--- src/rtl/mcpu_pkg.sv ---
`default_nettype none
// ============================================================================
// Module   : mcpu_pkg
// Brief    : Shared constants, instruction field positions and FSM states for
//            the micro-CPU ALU sequencer.
// Revision : 1.0
// ============================================================================
package mcpu_pkg;

    localparam int CMD_SIZE_DEF  = 2;
    localparam int WORD_SIZE_DEF = 8;

    localparam logic [1:0] CMD_AND = 2'd0;
    localparam logic [1:0] CMD_OR  = 2'd1;
    localparam logic [1:0] CMD_XOR = 2'd2;
    localparam logic [1:0] CMD_ADD = 2'd3;

    localparam logic [1:0] CLS_ALU  = 2'd0;
    localparam logic [1:0] CLS_LDI  = 2'd1;
    localparam logic [1:0] CLS_JMP  = 2'd2;
    localparam logic [1:0] CLS_HALT = 2'd3;

    localparam int F_CLS_MSB = 15;
    localparam int F_CLS_LSB = 14;
    localparam int F_CMD_MSB = 13;
    localparam int F_CMD_LSB = 12;
    localparam int F_RD_MSB  = 11;
    localparam int F_RD_LSB  = 10;
    localparam int F_RS1_MSB = 9;
    localparam int F_RS1_LSB = 8;
    localparam int F_RS2_MSB = 7;
    localparam int F_RS2_LSB = 6;
    localparam int F_IMM_MSB = 7;
    localparam int F_IMM_LSB = 0;

    typedef enum logic [2:0] {
        ST_IDLE    = 3'd0,
        ST_FETCH   = 3'd1,
        ST_DECODE  = 3'd2,
        ST_EXECUTE = 3'd3,
        ST_HALTED  = 3'd4
    } state_t;

endpackage
`default_nettype wire

--- src/rtl/mcpu_regfile.sv ---
`default_nettype none
// ============================================================================
// Module   : mcpu_regfile
// Brief    : 4-entry register file, two operand read ports, a debug read
//            port and one synchronous write port.
// Revision : 1.0
// ============================================================================
module mcpu_regfile
    import mcpu_pkg::*;
#(
    parameter int WORD_SIZE = WORD_SIZE_DEF
) (
    input  logic                 clk,
    input  logic                 reset,
    input  logic                 we,
    input  logic [1:0]           waddr,
    input  logic [WORD_SIZE-1:0] wdata,
    input  logic [1:0]           raddr1,
    input  logic [1:0]           raddr2,
    input  logic [1:0]           dbg_sel,
    output logic [WORD_SIZE-1:0] rdata1,
    output logic [WORD_SIZE-1:0] rdata2,
    output logic [WORD_SIZE-1:0] dbg_data
);

    logic [WORD_SIZE-1:0] r_regs [4];

    always_ff @(posedge clk or posedge reset) begin
        if (reset) begin
            for (int i = 0; i < 4; i++) begin
                r_regs[i] <= '0;
            end
        end else if (we) begin
            r_regs[waddr] <= wdata;
        end
    end

    assign rdata1   = r_regs[raddr1];
    assign rdata2   = r_regs[raddr2];
    assign dbg_data = r_regs[dbg_sel];

endmodule
`default_nettype wire

--- src/rtl/mcpu_alu_sequencer.sv ---
`default_nettype none
// ============================================================================
// Module   : mcpu_alu_sequencer
// Brief    : Fetch/decode/execute controller feeding a combinational ALU from
//            an instruction memory and a small register file.
// Revision : 1.0
// ============================================================================
module mcpu_alu_sequencer
    import mcpu_pkg::*;
#(
    parameter int CMD_SIZE  = CMD_SIZE_DEF,
    parameter int WORD_SIZE = WORD_SIZE_DEF
) (
    input  logic                   clk,
    input  logic                   reset,
    input  logic                   start,
    output logic [WORD_SIZE-1:0]   instr_addr,
    output logic                   instr_rd,
    input  logic [2*WORD_SIZE-1:0] instr_data,
    output logic [CMD_SIZE-1:0]    alu_opcode,
    output logic [WORD_SIZE-1:0]   alu_r1,
    output logic [WORD_SIZE-1:0]   alu_r2,
    input  logic [WORD_SIZE-1:0]   alu_out,
    input  logic                   alu_overflow,
    output logic                   ovf_flag,
    output logic                   busy,
    output logic                   halted,
    input  logic [1:0]             dbg_sel,
    output logic [WORD_SIZE-1:0]   dbg_data
);

    state_t                 r_state;
    logic [WORD_SIZE-1:0]   r_pc;
    logic [2*WORD_SIZE-1:0] r_ir;

    logic [1:0]             w_cls;
    logic [1:0]             w_cmd;
    logic [1:0]             w_rd;
    logic [1:0]             w_rs1;
    logic [1:0]             w_rs2;
    logic [WORD_SIZE-1:0]   w_imm;
    logic                   w_exec;
    logic                   w_alu_en;
    logic                   w_we;
    logic [WORD_SIZE-1:0]   w_wdata;
    logic [WORD_SIZE-1:0]   w_rdata1;
    logic [WORD_SIZE-1:0]   w_rdata2;
    logic [WORD_SIZE-1:0]   w_pc_next;

    assign w_cls = r_ir[F_CLS_MSB:F_CLS_LSB];
    assign w_cmd = r_ir[F_CMD_MSB:F_CMD_LSB];
    assign w_rd  = r_ir[F_RD_MSB:F_RD_LSB];
    assign w_rs1 = r_ir[F_RS1_MSB:F_RS1_LSB];
    assign w_rs2 = r_ir[F_RS2_MSB:F_RS2_LSB];
    assign w_imm = WORD_SIZE'(r_ir[F_IMM_MSB:F_IMM_LSB]);

    assign w_exec    = (r_state == ST_EXECUTE);
    assign w_alu_en  = w_exec && (w_cls == CLS_ALU);
    assign w_we      = w_exec && ((w_cls == CLS_ALU) || (w_cls == CLS_LDI));
    assign w_wdata   = (w_cls == CLS_ALU) ? alu_out : w_imm;
    assign w_pc_next = (w_cls == CLS_JMP) ? w_imm : r_pc + WORD_SIZE'(1);

    // Operands come straight from the register file during EXECUTE, so the
    // write at the end of that cycle is only seen by later instructions.
    assign alu_opcode = w_alu_en ? CMD_SIZE'(w_cmd) : '0;
    assign alu_r1     = w_alu_en ? w_rdata1 : '0;
    assign alu_r2     = w_alu_en ? w_rdata2 : '0;

    mcpu_regfile #(
        .WORD_SIZE (WORD_SIZE)
    ) u_regfile (
        .clk      (clk),
        .reset    (reset),
        .we       (w_we),
        .waddr    (w_rd),
        .wdata    (w_wdata),
        .raddr1   (w_rs1),
        .raddr2   (w_rs2),
        .dbg_sel  (dbg_sel),
        .rdata1   (w_rdata1),
        .rdata2   (w_rdata2),
        .dbg_data (dbg_data)
    );

    always_ff @(posedge clk or posedge reset) begin
        if (reset) begin
            r_state    <= ST_IDLE;
            r_pc       <= '0;
            r_ir       <= '0;
            ovf_flag   <= 1'b0;
            instr_addr <= '0;
            instr_rd   <= 1'b0;
            busy       <= 1'b0;
            halted     <= 1'b0;
        end else begin
            case (r_state)
                ST_IDLE, ST_HALTED: begin
                    if (start) begin
                        r_state    <= ST_FETCH;
                        r_pc       <= '0;
                        instr_addr <= '0;
                        instr_rd   <= 1'b1;
                        busy       <= 1'b1;
                        halted     <= 1'b0;
                    end
                end
                ST_FETCH: begin
                    r_state  <= ST_DECODE;
                    instr_rd <= 1'b0;
                end
                ST_DECODE: begin
                    r_state <= ST_EXECUTE;
                    r_ir    <= instr_data;
                end
                ST_EXECUTE: begin
                    if (w_cls == CLS_HALT) begin
                        r_state <= ST_HALTED;
                        busy    <= 1'b0;
                        halted  <= 1'b1;
                    end else begin
                        r_state    <= ST_FETCH;
                        r_pc       <= w_pc_next;
                        instr_addr <= w_pc_next;
                        instr_rd   <= 1'b1;
                        if (w_cls == CLS_ALU) begin
                            ovf_flag <= alu_overflow;
                        end
                    end
                end
                default: begin
                    r_state <= ST_IDLE;
                end
            endcase
        end
    end

endmodule
`default_nettype wire
--- config.mk ---
export PLATFORM = sky130hd
export DESIGN_NAME = mcpu_alu_sequencer
export DESIGN_NICKNAME = d
export VERILOG_FILES = /design/src/rtl/mcpu_pkg.sv /design/src/rtl/mcpu_regfile.sv /design/src/rtl/mcpu_alu_sequencer.sv
export SDC_FILE = /design/constraint.sdc
export NUM_CORES = 1
export LEC_CHECK = 0
export ABC_AREA = 1
export BUFFER_PORTS_ARGS = -buffer_cell sky130_fd_sc_hd__buf_4
export CAP_MARGIN = 20
export CELL_PAD_IN_SITES_DETAIL_PLACEMENT = 1
export CELL_PAD_IN_SITES_GLOBAL_PLACEMENT = 2
export CORE_MARGIN = 2
export CORE_UTILIZATION = 35
export CTS_BUF_LIST = sky130_fd_sc_hd__clkbuf_4 sky130_fd_sc_hd__clkbuf_8
export DETAILED_ROUTE_END_ITERATION = 7
export GPL_ROUTABILITY_DRIVEN = 0
export GPL_TIMING_DRIVEN = 1
export MAX_ROUTING_LAYER = met4
export PLACE_DENSITY = 0.93
export SYNTH_ARGS = -nofsm -noshare
export SYNTH_HDL_FRONTEND = slang
export SYNTH_SLANG_ARGS = --single-unit
--- constraint.sdc ---
create_clock -name clk -period 5.76 [get_ports clk]
set_clock_uncertainty 0.2 [all_clocks]
set_input_delay 1.152 -clock clk [delete_from_list [all_inputs] [get_ports clk]]
set_output_delay 1.152 -clock clk [all_outputs]
set_load 0.05 [all_outputs]
Word level (Yosys, flattened, before mapping):

Cells that the tools add are included.

* memories: 0
* output and inout bits: 38
* register bits: 63
* RAM bits: 0
* latch bits: 0
* word-level logic and storage cells: 76
* ROM bits: 0

* multipliers: 0
* divide/modulo/power cells: 0
* muxes and demuxes: 31
* equality and inequality tests: 10
* order comparisons: 5
* reduce and logical (&&, ||, !) cells: 13
* shift operators: 0
* bitwise gates (word level): 5
* $add $sub $neg: 1

Operators by type and width (number)
* $mux W8: 13
* $bmux W8 S2: 3
* $bwmux W32: 1
* $demux W8 S2: 1
* $pmux W8 S2: 1
* $ge A3 B3 Y1 const B: 4
* $not A2 Y3: 4
* $pmux W3 S4: 1
* $reduce_and A3 Y1: 4
* $add A8 B1 Y8 const B: 1
* $eq A3 B2 Y1 const B: 2
* $mux W3: 2
* $mux W1: 5
* $eq A2 B2 Y1 const B: 2
* $ne A2 B2 Y1 const B: 2
* $pmux W1 S2: 2
* $eq A3 B1 Y1 const B: 1
* $eq A3 B3 Y1 const B: 1
* $logic_and A1 B1 Y1: 3
* $logic_not A3 Y1: 1
* $lt A3 B1 Y1 const B: 1
* $pmux W1 S3: 1
* $reduce_bool A3 Y1: 1
* $eq A2 B1 Y1 const B: 1
* other kinds (7): 7

Logic depth before layout (Yosys ltp):

* word-level depth: 6
* gate-level depth with buffers: 7
* depth with buffers taken out: 7

Hierarchy:

A second synthesis with hierarchy kept.

* cell total of the unflattened synthesis: 593
* area, all modules: 4122.7 um2

Modules (own cells, without submodules)
* mcpu_regfile: cells each 360, times used 1, area an instance 2319.7 um2, sequential area each 800.8 um2
* mcpu_alu_sequencer: cells each 233, times used 1, area an instance 1803.0 um2, sequential area each 775.7 um2

Least setup slack after synthesis:

No wires, ideal clock.

* path type: input -> output
* start: input dbg_sel[0]
* end: output dbg_data[2]
* stages on the path: 6
* data required time: 4.408 ns
* setup slack: 1.845 ns
* arrival: 2.563 ns
* path through: buf_2 > inv_1 > clkbuf_1 > o21ai_0 > a21oi_1 > a21oi_1

* longest elaborated chain between the ends: 4

Ends and longest elaborated chain
* start: declaration: RTL line mcpu_alu_sequencer.sv:28 `input logic [1:0] dbg_sel,`
* $not A2 Y3 (implied by the code): RTL line mcpu_regfile.sv:40 `assign dbg_data = r_regs[dbg_sel];`
* $bmux W8 S2: RTL line mcpu_regfile.sv:40
* $mux W8 (implied by the code) (2 in series): RTL line mcpu_regfile.sv:40
* end: declaration: RTL line mcpu_alu_sequencer.sv:29 `output logic [WORD_SIZE-1:0] dbg_data`

No other way between the ends. The select of a mux whose other input is x is not followed.

Worst setup path after layout:

* start: input dbg_sel[0]
* end: output dbg_data[5]

Same word-level chain as after synthesis.

==> metrics.md <==
| Metric | Value |
|---|---|
| Commonest cells after routing, fill and taps aside | a21oi_1, nand2_1, buf_4 |
| Number of global-route vias before repair | 3700 |
| Number of synthesized register bits | between 60 and 70 |
| CP Capture Type | output port |
| Worst skew pair latency | between 0.3 and 0.4 ns |
| CTS buffer count | 9 |
| Port bufs | 67 |
| Fill cells | 1259 |
| Worst path bufs/invs | 3 |
| Period utilization | 67.0% |
| Multi-input logic area | ~0.0016 sq mm |
| Initial drt markers | about 160 |
| Synth Area per Inst | 7.36 sq um |
| Clk slew on worst S/H paths | 0.07 ns |
| Max incr delay on CP | between 0.5 and 0.6 ns |
| Synth warn | 0 |
| Final Hold Fails | 0 |
| Die Width | ~100 um |
| Vias per cell | 5.20 |
| Cts hold-fix bufs | 0 |
| CTS root buf | clkbuf_8 |
| Max-capacitance violation count | 0 |
| Initial DRT Pass Iterations | 4 |
| Layout cells sized above 1 | between 10% and 20% |
| Most common cell after layout, fill and taps aside | a21oi_1 |
| Setup tns final | 0 ns |
| # resized after CTS | 0 |
| Worst Reg-to-Reg Cells | 4 |
| Seq/Total Area, Yosys | about 45% |
| Fin Hold WS | between 0.2 and 0.3 ns |
| Worst Hold End | ovf_flag$_DFFE_PP0P_ |
| Min Tclk post-route | about 3.9 ns |
| Status | completed |
| Cell Area, Synth | 0.00353 sq mm |
| Fmax | about 260 MHz |
| Distinct cells, synth | 26 |
| Critical Path AT | 2.50 ns |
| Total gr overflow | 0 |
| CP Class | input port to output port |
| RSZ-0062 raised after global routing | false |
| IO Pins | between 60 and 70 |
| Final ANT Viol Nets | 0 |
| Clk sinks | 63 |
| HP Class | flop to flop |
| Leakage power | between 2 and 2.5 nW |
| # diodes | 0 |
| All-Layer GR Usage | between 20 and 25% |
| Max VDD drop | around 280 uV |
| Core area | around 0.01 sq mm |
| DR vias | about 3500 |
| Worst r2r dst | u_regfile.r_regs[15]$_DFFE_PP0P_ |
| Gate count after technology mapping | 480 |
| TritonCTS clock tree | done |
| Syn Nets | around 510 |
| # nets final | 568 |
| Worst hold path depth | 2 |
| Fin. max-slew vios | 0 |
| Wire length of the first global-routing pass | ~19 mm |
| Crit path cell chain | buf_4 > inv_1 > o21ai_0 > a21oi_1 > a21oi_1 > buf_4 |
| Largest net degree at the start of global routing | 64 |
| HP Start | ovf_flag$_DFFE_PP0P_ |
| Critical path's top delay family | buffers and inverters |
| Area delta synth->final | 22.2% |
| CP max-delay cell | inv_1 |
| H-tree levels | 3 |
| Cell taking the most area after synthesis | dfrtp_1 |
| Final setup fails | 0 |
| Top cells by area, synth | dfrtp_1, a21oi_1, o21ai_0 |
| Critical Path RT | around 4.4 ns |
| Sequential cell area | 0.00158 sq mm |
| Share of the synthesized area in the top cell type | 44.6% |
| Rel. slew slack | between 30% and 40% |
| Initial Utilization | a little over a third |
| Crit-path max FO | 24 |
| Reg2reg start | r_ir[7]$_DFFE_PP0P_ |
| DRC | 0 |
| Clock Path Buffers | 2 |
| Die Y | about 100 um |
| Die ar. | between 0.01 and 0.015 sq mm |
| Wirelength per Cell | about 17 um |
| Initial antenna violation count | 0 |
| Hpwl dp | around 8 mm |
| Power per cell area | between 500 and 600 mW/mm^2 |
| Cell Rows | 36 |
| Routed wire length | 11.3 mm |
| Flop2flop setup slack | about 3.6 ns |
| Worst slew pin tran | 0.967 ns |
| Post-CTS Setup Bufs | 0 |
| Critical Path Source Type | input port |
-- state kept, by name, indices dropped and copies added, names as in the netlist --
name,cells
u_regfile.r_regs,32
instr_rd,1
r_ir,16
ovf_flag,1
halted,1
r_state,3
r_pc,8
busy,1
-- worst min-delay path: cells and delay by family, from the launching register on --
family / cells / cell delay [ns]
simple gates: 2 / 0.11
flops: 1 / 0.36
-- cell type report --
cell class / instances / area share, %
multi-input combinational: 332 / 37.5
clock inverter: 3 / 0.348
clock buffer: 13 / 4.15
timing repair buffer: 69 / 12.2
sequential: 63 / 36.5
tap: 133 / 3.86
inverter: 62 / 5.39
-- per-stage QoR --
step / cells / util (%) / cell area, sq um / worst slack, ns / total power (W)
after floorplan: 480 / - / 3530 / 1.85 / 0.00171
after global placement: 658 / 42.0 / 4110 / 2.06 / 0.00204
after detailed placement: 659 / 42.2 / 4120 / 1.93 / 0.00210
after CTS: 675 / 44.1 / 4310 / 1.94 / 0.00249
after global routing: 675 / 44.1 / 4310 / 1.77 / 0.00269
final: 675 / 44.1 / 4310 / 1.90 / 0.00248
-- layer usage --
metal  GRT usage (%)  wire length, um  vias up
li1                -                -     1694
met1            28.8             5160     1693
met2            36.1             5400      105
met3            3.20              528       18
met4            7.43              176        0
met5               -                0        -
-- worst max-delay path by stage --
| stage | slack [ns] | endpoint | startpoint | cells past startpoint |
|---|---|---|---|---|
| after floorplan | 1.85 | dbg_data[2] | dbg_sel[0] | 6 |
| after global placement | 2.06 | dbg_data[4] | dbg_sel[0] | 5 |
| after detailed placement | 1.93 | dbg_data[5] | dbg_sel[0] | 6 |
| after CTS | 1.94 | dbg_data[5] | dbg_sel[0] | 6 |
| after global routing | 1.77 | dbg_data[6] | dbg_sel[0] | 6 |
| final | 1.90 | dbg_data[5] | dbg_sel[0] | 6 |
-- report_power, final --
part	switching [W]	internal (W)
Sequential	0.000201	0.000645
Combinational	0.000895	0.000363
Clock	0.000178	0.000201
Total	0.00127	0.00121
-- synthesized netlist by cell type --
master and number:
nand2_1 74, o21ai_0 62, a31oi_1 1, clkbuf_1 11, nand2_2 3, nor2_1 49
buf_1 1, nand3_2 1, nor2_8 1, nor3_1 1, clkinv_1 1, inv_1 60
buf_4 1, ha_1 1, nand4_4 3, o21ai_1 1, nand3_1 14, mux2_2 1
inv_2 1, o211ai_1 1, dfrtp_1 63, nor3_4 1, a21oi_1 116, xnor2_1 1
nor2_4 1, buf_2 10
-- logic make-up after synthesis --
family	Yosys count	share of synthesized area, %
flip-flops	63	44.6
adder cells (fa/ha/maj)	1	0.354
AND/OR/NAND/NOR	148	19.2
AO/OA/AOI/OAI	181	25.8
XOR/XNOR	1	0.248
multiplexers	1	0.319
buffers and inverters	85	9.50
No activity file was read; power rests on OpenSTA's default activity.
